===== src/rtl/seq_divider_10by5_if.sv =====
// Request/result bundle for the sequential 10-by-5 restoring divider.
interface seq_divider_10by5_if #(
  parameter int unsigned DW = 10,
  parameter int unsigned VW = 5
);
  logic          start;
  logic [DW-1:0] dividend;
  logic [VW-1:0] divisor;
  logic [DW-1:0] quotient;
  logic [VW-1:0] remainder;
  logic          busy;
  logic          done;
  logic          div_by_zero;

  // Requester side: issues operands, observes results.
  modport master (
    output start, dividend, divisor,
    input  quotient, remainder, busy, done, div_by_zero
  );

  // Divider side.
  modport slave (
    input  start, dividend, divisor,
    output quotient, remainder, busy, done, div_by_zero
  );
endinterface


===== src/rtl/seq_divider_10by5.sv =====
// Sequential restoring divider: one quotient bit per clock, DW RUN cycles per
// division, a short ZERO path when the divisor is 0.
module seq_divider_10by5 #(
  parameter int unsigned DW = 10,
  parameter int unsigned VW = 5
) (
  input  logic               clk,
  input  logic               rst,
  seq_divider_10by5_if.slave bus
);
  localparam int unsigned CW = $clog2(DW);

  typedef enum logic [1:0] {IDLE, RUN, ZERO} state_t;

  state_t        state_q, state_d;
  logic [CW-1:0] count_q, count_d;
  logic [DW-1:0] dvd_q, dvd_d;
  logic [VW-1:0] dvs_q, dvs_d;
  logic [VW:0]   pr_q, pr_d;
  logic [DW-1:0] qsr_q, qsr_d;
  logic [DW-1:0] quo_q, quo_d;
  logic [VW-1:0] rem_q, rem_d;
  logic          done_q, done_d;
  logic          dbz_q, dbz_d;

  logic [VW:0]   pr_shift;
  logic          ge;
  logic [VW:0]   pr_step;
  logic [DW-1:0] q_step;

  // Single restoring step shared by every RUN cycle, including the last one,
  // whose result goes straight to the output registers.
  always_comb begin
    pr_shift = {pr_q[VW-1:0], dvd_q[DW-1]};
    ge       = (pr_shift >= {1'b0, dvs_q});
    pr_step  = ge ? (pr_shift - {1'b0, dvs_q}) : pr_shift;
    q_step   = {qsr_q[DW-2:0], ge};
  end

  // Next-state and datapath control.
  always_comb begin
    state_d = state_q;
    count_d = count_q;
    dvd_d   = dvd_q;
    dvs_d   = dvs_q;
    pr_d    = pr_q;
    qsr_d   = qsr_q;
    quo_d   = quo_q;
    rem_d   = rem_q;
    dbz_d   = dbz_q;
    done_d  = 1'b0;
    unique case (state_q)
      IDLE: begin
        if (bus.start) begin
          dvd_d   = bus.dividend;
          dvs_d   = bus.divisor;
          pr_d    = '0;
          qsr_d   = '0;
          count_d = '0;
          state_d = (bus.divisor != '0) ? RUN : ZERO;
        end
      end
      RUN: begin
        pr_d    = pr_step;
        qsr_d   = q_step;
        dvd_d   = dvd_q << 1;
        count_d = count_q + 1'b1;
        if (count_q == CW'(DW - 1)) begin
          quo_d   = q_step;
          rem_d   = pr_step[VW-1:0];
          dbz_d   = 1'b0;
          done_d  = 1'b1;
          count_d = '0;
          state_d = IDLE;
        end
      end
      ZERO: begin
        quo_d   = '1;
        rem_d   = dvd_q[VW-1:0];
        dbz_d   = 1'b1;
        done_d  = 1'b1;
        state_d = IDLE;
      end
      default: state_d = IDLE;
    endcase
  end

  // State and datapath registers; reset aborts any operation immediately.
  always_ff @(posedge clk or posedge rst) begin
    if (rst) begin
      state_q <= IDLE;
      count_q <= '0;
      dvd_q   <= '0;
      dvs_q   <= '0;
      pr_q    <= '0;
      qsr_q   <= '0;
      quo_q   <= '0;
      rem_q   <= '0;
      done_q  <= 1'b0;
      dbz_q   <= 1'b0;
    end else begin
      state_q <= state_d;
      count_q <= count_d;
      dvd_q   <= dvd_d;
      dvs_q   <= dvs_d;
      pr_q    <= pr_d;
      qsr_q   <= qsr_d;
      quo_q   <= quo_d;
      rem_q   <= rem_d;
      done_q  <= done_d;
      dbz_q   <= dbz_d;
    end
  end

  assign bus.quotient    = quo_q;
  assign bus.remainder   = rem_q;
  assign bus.busy        = (state_q != IDLE);
  assign bus.done        = done_q;
  assign bus.div_by_zero = dbz_q;
endmodule

===== src/flat_wrapper.sv =====
// flat-port wrapper written by rule: the top's interface ports become plain ports
module seq_divider_10by5_flat 
#(
  parameter int unsigned DW = 10,
  parameter int unsigned VW = 5
)
  (clk, rst, bus_start, bus_dividend, bus_divisor, bus_quotient, bus_remainder, bus_busy, bus_done, bus_div_by_zero);
  seq_divider_10by5_if #(.DW(DW), .VW(VW)) bus_i ();
  input  logic clk;
  input  logic rst;
  input wire logic [$bits(bus_i.start)-1:0] bus_start;
  input wire logic [$bits(bus_i.dividend)-1:0] bus_dividend;
  input wire logic [$bits(bus_i.divisor)-1:0] bus_divisor;
  output wire logic [$bits(bus_i.quotient)-1:0] bus_quotient;
  output wire logic [$bits(bus_i.remainder)-1:0] bus_remainder;
  output wire logic [$bits(bus_i.busy)-1:0] bus_busy;
  output wire logic [$bits(bus_i.done)-1:0] bus_done;
  output wire logic [$bits(bus_i.div_by_zero)-1:0] bus_div_by_zero;
  assign bus_i.start = bus_start;
  assign bus_i.dividend = bus_dividend;
  assign bus_i.divisor = bus_divisor;
  assign bus_quotient = bus_i.quotient;
  assign bus_remainder = bus_i.remainder;
  assign bus_busy = bus_i.busy;
  assign bus_done = bus_i.done;
  assign bus_div_by_zero = bus_i.div_by_zero;
  seq_divider_10by5 #(.DW(DW), .VW(VW)) u_core (.clk(clk), .rst(rst), .bus(bus_i));
endmodule

===== config.mk =====
export PLATFORM = sky130hd
export DESIGN_NAME = seq_divider_10by5_flat
export DESIGN_NICKNAME = d
export VERILOG_FILES = /design/src/rtl/seq_divider_10by5_if.sv /design/src/rtl/seq_divider_10by5.sv /design/src/flat_wrapper.sv
export SDC_FILE = /design/constraint.sdc
export NUM_CORES = 1
export LEC_CHECK = 0
export CAP_MARGIN = 5
export CORE_MARGIN = 1.5
export CORE_UTILIZATION = 40
export DETAILED_ROUTE_END_ITERATION = 7
export DONT_BUFFER_PORTS = 1
export GPL_TIMING_DRIVEN = 0
export PLACE_DENSITY = 0.65
export SYNTH_ARGS = -nofsm -noshare
export SYNTH_HDL_FRONTEND = slang
export SYNTH_SLANG_ARGS = --single-unit

===== constraint.sdc =====
create_clock -name clk -period 2.53 [get_ports clk]
set_input_delay 0.759 -clock clk [delete_from_list [all_inputs] [get_ports clk]]
set_output_delay 0.759 -clock clk [all_outputs]
set_load 0.01 [all_outputs]

==> summary.txt <==
Run status
  – Status: completed

Synthesis
  – Most used DFF post-synth: dfrtp_1
  – Mapped Area: 2490 um^2
  – Share of the synthesized area in the top cell type: 52.2%
  – Cell taking the most area after synthesis: dfrtp_1
  – Cells after synthesis: 249
  – Seq cells post-synth: 52
  – Ys Warns: 0
  – Area contributors post-synth: dfrtp_1 (52%), o21ai_0 (6.2%), ha_1 (5.0%)
  – Post-Syn Nets: 278
  – Avg Cell Area, Syn: 10.0 um^2
  – Synth async-reset ratio: 100%
  – Number of synthesized flops with an enable pin: 0
  – Netlist cell types: 32
  – Seq/Total Area, Yosys: 52.2%

Setup path
  – CP most frequent cell: inv_1
  – Crit. End Element: flip-flop
  – Delay-heaviest family, CP: compound AO/OA/AOI/OAI gates
  – CP Data Required Time: 2760 ps
  – Crit-path max cell delay: 420 ps
  – Crit path kind: flip-flop to flip-flop
  – CP arrival: 2550 ps
  – Startpoint types: flip-flop
  – Crit-path slowest cell: fa_1
  – Buf/Inv on CP: 2
  – Crit path cell chain: inv_1 -> ha_1 -> inv_1 -> fa_1 -> a211oi_2 -> o21bai_1 -> a21boi_4 -> mux2_2 -> o21ai_1
  – Crit path max fanout: 4

Floorplanning
  – Die H: 82.0 um
  – Starting Density: 41.9%
  – Row cnt: 28
  – Num ports: 36
  – Die width: 82.0 um
  – Die area: 6720 um^2
  – Core area: 5960 um^2

GRT
  – Total grt overflow: 0
  – Global-route met2 utilization: 27.8%
  – GR Layer Usage met1: 23.6%
  – Top Usage Layer GRT: met2
  – Initial antenna violation count: 0
  – Total track usage: 17.8%
  – First-pass GRT wire length: 8910 um
  – Vias in the first global route: 1793
  – Pin count of the biggest net entering global routing: 30
  – Met3 Usage GRT: 4.89%

Clocking
  – TritonCTS clock tree: yes
  – CTS Buffer Depth: 2
  – Skew-Pair Late Insertion Delay: 310 ps
  – H-tree depth: 2
  – CTS root buffer: clkbuf_8
  – Inserted Clock Buffers: 5
  – Worst-path clk slew: 100 ps
  – Cts-stage hold buffer count: 0
  – CTS sink count: 52

Place
  – Routability cong.: 0.800
  – Placed cell area: 2610 um^2
  – Dpl hpwl: 3820 um
  – Pre-CTS setup slack: 150 ps
  – PortBufs: 0

Timing
  – Final setup fails: 0
  – Max Freq: 0.432 GHz
  – Worst-Margin Slew: 655 ps
  – Slew HR: 55.9%
  – Skew final: 8.57 ps
  – Slew Limit Fails: 0
  – Final hold viol count: 0
  – Unrepaired setup endpoints after global routing: no
  – Period utilization: 91.6%
  – Final worst setup slack: 214 ps
  – Final min period: 2320 ps

Routing
  – Antenna Nets Post-Route: 0
  – Initial DRC Count: 52
  – Vias/cell: 5.35
  – Routed vias: 1793
  – WL final: 5180 um
  – TritonRoute pass-1 iters: 4
  – DRC viols: 0
  – Routed WL per cell: 15.5 um

Flow run
  – Number of max-cap violations: 0

Layout
  – Layout cell share with drive strength beyond 1: 11.5%
  – Final net count: 288
  – Filler Cells Inserted: 597
  – Design area: 2720 um^2
  – Area grow syn2layout: 9.08%
  – Share of the core filled with cells: 45.7%
  – Multi-input logic area: 1100 um^2
  – FF/Latch Area: 1300 um^2
  – Ant. Diodes: 0

Worst hold path
  – Min-Delay Path Class: input pin to asynchronous set/reset pin

Power and ir drop
  – Lkg Pwr: 1.28 nW
  – Pwr per Cell Area: 1200 nW/um^2
  – Maximum vdd drop: 0.428 mV
==> through the flow <==
stage	hold WS (ps)	setup TNS (ps)	power [W]	instances
2_1_floorplan	450	0	0.00241	249
3_3_place_gp	466	-5650	0.00270	324
3_5_place_dp	475	0	0.00275	325
4_1_cts	378	0	0.00325	333
5_1_grt	394	0	0.00358	335
6_report	362	0	0.00327	335
==> worst reg2reg max path, cell delays in order (launching register included) <==
cell      delay (ps)
dfrtp_1          390
inv_1            120
ha_1             180
inv_1             50
fa_1             420
a211oi_2         190
o21bai_1         140
a21boi_4         220
mux2_2           370
o21ai_1          150
==> layout make-up <==
cell class	instances	area share [%]
flip-flops and latches	52	47.8
multi-input cells	173	40.4
well taps	75	3.45
clock buffers	5	2.53
inverters	14	1.93
plain buffers	10	1.66
repair buffers	3	1.29
clock inverters	3	0.920
==> what timing repair did <==
action                     CTS  global route
setup buffers                0             2
resized for setup            0             1
setup endpoints to repair    0             2
==> metal layers <==
metal | routed length (um) | vias up
li1 | - | 887
met3 | 261 | 7
met1 | 2440 | 862
met5 | 0 | -
met4 | 93 | 0
met2 | 2390 | 37
==> report_power, final <==
group	total, W	internal, W	leakage [nW]	switching [W]
registers	0.00144	0.00114	0.678	0.000292
clock network	0.000496	0.000202	0.0452	0.000293
logic	0.00134	0.000584	0.554	0.000759
==> cell usage after synthesis (3+ instances only) <==
library cell / number
nor3_1: 11
dfrtp_1: 52
mux2_2: 7
nor2_1: 33
mux2i_1: 12
nand2_1: 27
a21oi_1: 8
ha_1: 10
clkbuf_1: 3
a21boi_0: 3
buf_2: 6
o21ai_0: 31
inv_1: 14
a22o_1: 9
==> kinds of logic after synthesis <==
group	count (synthesis)	synth area share (%)
XOR/XNOR	2	0.702
adder cells (fa/ha/maj)	11	5.82
AO/OA/AOI/OAI	63	16.3
buffers and inverters	24	3.91
AND/OR/NAND/NOR	78	13.1
flip-flops	52	52.2
multiplexers	19	7.97
==> final timing paths <==
| check | startpoint | endpoint | slack [ps] | cells past startpoint |
|---|---|---|---|---|
| max in group asynchronous | rst | u_core.bus.remainder[4] | 1610 | 2 |
| worst min-delay path | rst | u_core.dvs_q[1] | 360 | 1 |
| min in group clk | u_core.dvd_q[5] | u_core.dvd_q[5] | 490 | 2 |
| worst min register to register | u_core.dvd_q[5] | u_core.dvd_q[5] | 490 | 2 |
| worst max register to register | u_core.dvd_q[9] | u_core.bus.remainder[0] | 210 | 9 |
| worst max-delay path | u_core.dvd_q[9] | u_core.bus.remainder[0] | 210 | 9 |
==> state kept, by name (all words and copies together) (netlist names), 2 cells and up <==
register and flops:
u_core.bus.quotient 10, u_core.bus.remainder 5, u_core.count_q 4, u_core.dvd_q 10, u_core.dvs_q 5, u_core.pr_q 5
u_core.qsr_q 9, u_core.state_q 2
==> placed cells by master, fill, tap and decap left out, types with 2 or more instances in the layout <==
cell type  count
dfrtp_1       52
nor2_1        33
o21ai_0       31
nand2_1       27
inv_1         13
mux2i_1       11
nor3_1        11
ha_1          10
a22o_1         9
a21oi_1        8
mux2_2         7
buf_2          6
clkbuf_8       5
a21boi_0       3
clkbuf_1       3
o21ai_1        2
o31ai_1        2
a31oi_1        2
nand3_1        2
xor2_1         2
inv_6          2
buf_4          2
Note: power is estimated with default switching activity, not from simulation.
